[src/rtl/matrix_multiplication.sv]
// 4x4 unsigned 16-bit matrix multiplier: C = A x B, operands streamed as two packed beats.
// One output element per cycle from four parallel multipliers; result published in one update.
module matrix_multiplication (
  input  logic         clk,
  input  logic         slapOff,
  input  logic         inValid,
  input  logic [255:0] dataInBus,
  output logic         inReady,
  output logic [255:0] dataOut,
  output logic         outValid
);

  typedef enum logic [1:0] {
    IDLE    = 2'd0,
    LOAD_B  = 2'd1,
    COMPUTE = 2'd2,
    DONE    = 2'd3
  } state_t;

  state_t       r_state;
  state_t       w_state_next;
  logic [255:0] r_a;
  logic [255:0] r_b;
  logic [255:0] r_buf;
  logic [255:0] r_data_out;
  logic [3:0]   r_k;
  logic         r_out_valid;

  logic [1:0]   w_row;
  logic [1:0]   w_col;
  logic [31:0]  w_prod [4];
  logic [33:0]  w_sum;

  assign w_row = r_k[3:2];
  assign w_col = r_k[1:0];

  // Term n of the dot product: A[row][n] * B[n][col]; bit offset is (idx*16).
  generate
    for (genvar gi = 0; gi < 4; gi++) begin : g_mul
      logic [15:0] w_a_el;
      logic [15:0] w_b_el;
      assign w_a_el     = r_a[{w_row, 2'(gi), 4'b0000} +: 16];
      assign w_b_el     = r_b[{2'(gi), w_col, 4'b0000} +: 16];
      assign w_prod[gi] = {16'd0, w_a_el} * {16'd0, w_b_el};
    end
  endgenerate

  assign w_sum = {2'b00, w_prod[0]} + {2'b00, w_prod[1]}
               + {2'b00, w_prod[2]} + {2'b00, w_prod[3]};

  always_comb begin
    w_state_next = r_state;
    case (r_state)
      IDLE:    if (inValid) w_state_next = LOAD_B;
      LOAD_B:  if (inValid) w_state_next = COMPUTE;
      COMPUTE: if (r_k == 4'd15) w_state_next = DONE;
      DONE:    w_state_next = IDLE;
      default: w_state_next = IDLE;
    endcase
  end

  always_ff @(posedge clk or posedge slapOff) begin
    if (slapOff) begin
      r_state     <= IDLE;
      r_a         <= '0;
      r_b         <= '0;
      r_buf       <= '0;
      r_data_out  <= '0;
      r_k         <= '0;
      r_out_valid <= 1'b0;
    end else begin
      r_state     <= w_state_next;
      r_out_valid <= 1'b0;
      case (r_state)
        IDLE: begin
          if (inValid) r_a <= dataInBus;
        end
        LOAD_B: begin
          if (inValid) begin
            r_b <= dataInBus;
            r_k <= '0;
          end
        end
        COMPUTE: begin
          // Only the low 16 bits of the sum are kept (modulo 2^16).
          r_buf[{r_k, 4'b0000} +: 16] <= w_sum[15:0];
          r_k                         <= r_k + 4'd1;
        end
        DONE: begin
          r_data_out  <= r_buf;
          r_out_valid <= 1'b1;
        end
        default: ;
      endcase
    end
  end

  assign inReady  = (r_state == IDLE) || (r_state == LOAD_B);
  assign dataOut  = r_data_out;
  assign outValid = r_out_valid;

endmodule

[config.mk]
export PLATFORM = sky130hd
export DESIGN_NAME = matrix_multiplication
export DESIGN_NICKNAME = d
export VERILOG_FILES = /design/src/rtl/matrix_multiplication.sv
export SDC_FILE = /design/constraint.sdc
export NUM_CORES = 2
export LEC_CHECK = 0
export CORE_AREA = 2 2 441 224
export DETAILED_ROUTE_END_ITERATION = 6
export DIE_AREA = 0 0 443 226
export DONT_BUFFER_PORTS = 1
export PLACE_DENSITY_LB_ADDON = 0.1
export RECOVER_POWER = 25
export SLEW_MARGIN = 20
export SYNTH_ARGS = -nofsm -noshare
export SYNTH_HDL_FRONTEND = slang
export SYNTH_SLANG_ARGS = --single-unit
[constraint.sdc]
create_clock -name clk -period 42.7 [get_ports clk]
set_clock_uncertainty 0.15 [all_clocks]
set_input_delay 8.54 -clock clk [delete_from_list [all_inputs] [get_ports clk]]
set_output_delay 8.54 -clock clk [all_outputs]
set_load 0.01 [all_outputs]
-- Word level (Yosys, flattened, before mapping)
Index checks and enable logic that the tools add are counted.
- shift operators: 10
- reductions and logical operators: 7
- equal/unequal tests: 7
- muxes and demuxes: 8
- add/sub/neg operators: 5
- multiply operators: 4
- operator list (operator ; count):
    256-bit by 9-bit indexed part select with 16-bit output ; 6
    256-bit bitwise mux ; 1
    16-bit by 10-bit variable shift with 256-bit output, first input constant ; 1
    16-bit by 10-bit indexed part select with 256-bit output ; 1
    256-bit by 7-bit indexed part select with 16-bit output ; 1
    256-bit by 8-bit indexed part select with 16-bit output ; 1
    16-bit by 16-bit multiplier with 16-bit output ; 4
    16-bit adder ; 3
    8-bit negator with 10-bit output ; 1
    2-bit case mux with 4 select lines ; 1
    4-bit case mux with 2 select lines ; 1
    2-bit 2-to-1 mux ; 3
    2-bit inequality test, second input constant ; 3
    2-bit AND reduction ; 3
    4-bit by 1-bit adder with 4-bit output, second input constant ; 1
    2-bit equality test, second input constant ; 2
    4-bit equality test, second input constant ; 1
    4-bit 2-to-1 mux ; 1
    3-bit AND reduction ; 1
    2-bit by 1-bit equality test with 1-bit output, second input constant ; 1
    2-bit zero test ; 1
    2-bit nonzero test ; 1
    1-bit logical OR ; 1
    1-bit 2-to-1 mux ; 1
- input bits: 259
- output and inout bits: 258
- logic and storage cells: 48
- bits in registers: 1031

-- Depth between registers and ports, before layout
- depth after elaboration: 7
- gate-level depth with buffers: 34
- depth with buffers taken out: 29

-- Worst setup path after synthesis
No wires, ideal clock.
- path type: input to register
- start point: in inValid
- end point: reg r_a[0]
- cell stages on the path: 4
- data arrival time: 9.669 ns
- path buffers: 2
- library setup time: 0.125 ns
- required time: 42.425 ns
- path slack: 32.756 ns
- cells stage by stage: nand2_1 -> clkbuf_1 -> clkbuf_1 -> mux2_2
- word-level cells in the longest chain between the ends: 1
- ends and longest elaborated chain (item ; RTL line ; RTL):
    start, declared ; 6 ; input logic inValid,
    2-bit AND reduction (no source line) ; - ;
    end signal, assigned ; 76 ; if (inValid) r_a <= dataInBus;
    end, declared ; 22 ; logic [255:0] r_a;
No other way between the ends.
A chain may end at the register's enable or synchronous reset.

==> results.cfg <==
[sta]
final.setup.tns_ns = 0
max_freq_ghz = 0.06684
relSlewSlack_pct = -264.6
period_needed_ns = 14.96
worst_pin_slew_ns = 5.468
fin_crit_sh_pct = 35.04
hold_slack_ns = 0.3245
grt_setup_unrepaired = false
finalSetupViolCount = 0
drv_slew = 581
hold_violations = 0

[global_routing]
grt_util_all_layers_pct = 37.19
grt_pass1_wl_mm = 259.6
grt.met1_usage_pct = 56.47
gr-usage-met2_pct = 42.78
grt_busiest_layer = met1
grt_max_degree = 175
antenna_found_initial = 44
gr-total-overflow = 0
grt_pass1_vias = 34320
grt_util_met3_pct = 25.18

[critical_path]
crit_fanout = 172
reg2reg_to = r_buf[191]$_DFFE_PP0P_
path_common_cell = buf_4
path_cells = clkinvlp_2 -> buf_12 -> buf_4 -> buf_4 -> buf_4 -> buf_4
crit_type = input port to async pin
rr_worst_depth = 28
timing.rr.start = r_k[0]$_DFFE_PP0P_
path_delay_family = buffers and inverters
cpMaxStageDelayCell = clkinvlp_2
cpPeakStageDelay_ns = 2.91
end_kind = async pin
r2r_setup_slack_ns = 27.83
critPathLaunchType = input port
crit_arrival_ns = 15.51
cp_data_required_time_ns = 43.25
cp_num_buf_inv = 6

[floorplan]
core_area_um2 = 96580
rows = 81
initial_core_util_pct = 59.54
pin_count = 517
dieHeight_um = 226
die_w_um = 443
die-area_um2 = 100100

[yosys]
ys_seq_area_share_pct = 44.87
avgSynthCellArea_um2 = 12.70
dominantRegCellSynth = dfrtp_1
synth_area_um2 = 57500
yosys_register_bits = 1031
syn-num-nets = 5364
async_reset_ff_share_pct = 100.0
syn_inst = 4528
ys_types = 49
synth-edff-count = 0
yosysWarningCount = 0

[clocking]
cts_hold_buffers = 0
cts.path.max_buffers = 3
cts_buffers = 90
clk_latency_ns = 0.72
cts_setup_buffers = 0
clkTransAtPathRegs_ns = 0.07
h-tree-depth = 3
ctsResizeCount = 0
cts_tree = yes
cts_sinks = 1031
cts_root_buf = clkbuf_16

[placement]
gp_congestion = 1.013
hpwl_mm = 141.3
port_buffers = 0

[status]
violations = max-capacitance violations, max-slew violations
status = finished with violations

[min_path]
hold_path_end = r_buf[60]$_DFFE_PP0P_
hold_path_depth = 2
hold_path.class = register to register
worst_hold_startpoint = r_buf[60]$_DFFE_PP0P_

[finish]
synthToLayoutAreaGrowth_pct = 7.261
fin_util_pct = 63.86
layout.nets = 5273
drive_gt1_share_pct = 25.32

[routing]
routed_via_density = 6.063
ant_nets = 0
dr.pass1.iters = 7
drt_iter0_markers = 3735
drc = 0
vias = 35370
wl_per_cell_um = 31.28
routed_wl_mm = 182.5

[job]
cap_violations = 10
state kept, by name, summed over array words and instances, names as in the netlist:
| name | count |
|---|---|
| dataOut | 256 |
| r_k | 4 |
| r_state | 2 |
| r_b | 256 |
| outValid | 1 |
| r_a | 256 |
| r_buf | 256 |
worst min-delay path, stage by stage (launching register included):
cell     delay (ns)
dfrtp_1        0.34
nand2_1        0.05
o31ai_1        0.05
worst max-delay path by stage:
stage	start	end	slack, ns	depth (start not counted)
2_1_floorplan	slapOff	dataOut[0]$_DFFE_PP0P_	5.00	1
3_3_place_gp	slapOff	dataOut[165]$_DFFE_PP0P_	29.24	6
3_5_place_dp	slapOff	dataOut[165]$_DFFE_PP0P_	29.26	6
4_1_cts	slapOff	dataOut[165]$_DFFE_PP0P_	30.01	6
5_1_grt	slapOff	r_buf[165]$_DFFE_PP0P_	26.50	6
6_report	slapOff	dataOut[165]$_DFFE_PP0P_	27.74	6
metrics by stage:
step | cells | setup slack [ns] | instance area [µm²]
2_1_floorplan | 4528 | 4.995 | 57500
3_3_place_gp | 5631 | 29.24 | 58610
3_5_place_dp | 5631 | 29.26 | 58610
4_1_cts | 5796 | 30.01 | 61620
5_1_grt | 5808 | 26.50 | 61610
6_report | 5834 | 27.74 | 61680
Yosys cell counts (13+ instances only):
library cell	number	area (µm²)
a21oi_1	14	70.07
and2_1	327	2046
clkbuf_1	192	720.7
dfrtp_1	1031	25800
fa_1	390	7807
ha_1	187	2340
inv_1	489	1836
mux2_2	784	8828
mux4_2	128	2883
nand2_1	487	1828
nand2b_1	16	100.1
o21ai_0	216	1081
o31ai_1	22	165.2
or2_2	13	81.33
xnor2_1	107	937.2
xor2_1	25	219.0
layout make-up:
type                    count  area, µm²
clock buffers             130       2645
inverters                 489       1837
well taps                1286       1609
fillers                  7518      34910
flip-flops and latches   1031      25810
multi-input cells        2783      29000
clock inverters            35      365.4
diodes                     38      95.09
repair buffers             42      314.1
metal layers:
metal | vias to the layer above | part of all wire, %
li1 | 14683 | -
met1 | 18711 | 45
met2 | 1802 | 36
met3 | 162 | 17
met4 | 12 | 1.2
met5 | - | 0.47
cells by family (layout without fill, tap and decap cells):
logic type	count (synthesis)	after routing	share of synthesized area, %
AOI/OAI and AO/OA	278	278	2.676
xor gates and xnor gates	136	136	2.135
adders and majority gates	577	577	17.65
buffers and inverters	714	696	4.904
DFF	1031	1031	44.87
muxes	913	913	20.38
other	0	38	0
and+or+nand+nor	879	879	7.387
cell usage in the layout (no fill, tap or decap), types with 16 or more instances in the layout:
master / synthesis / layout
o31ai_1: 22 / 22
diode_2: 0 / 38
mux2_2: 784 / 784
nand2b_1: 16 / 16
xor2_1: 25 / 20
ha_1: 187 / 187
clkbuf_1: 192 / 26
dfrtp_1: 1031 / 1028
nand2_1: 487 / 481
xnor2_1: 107 / 102
fa_1: 390 / 390
clkbuf_16: 0 / 92
clkbuf_8: 0 / 20
inv_1: 489 / 488
o21ai_0: 216 / 216
mux4_2: 128 / 128
clkinv_2: 0 / 17
buf_4: 9 / 31
and2_1: 327 / 323
Power is not shown: default switching activity piles up to over one toggle a cycle in this logic, so the estimate is an artifact.
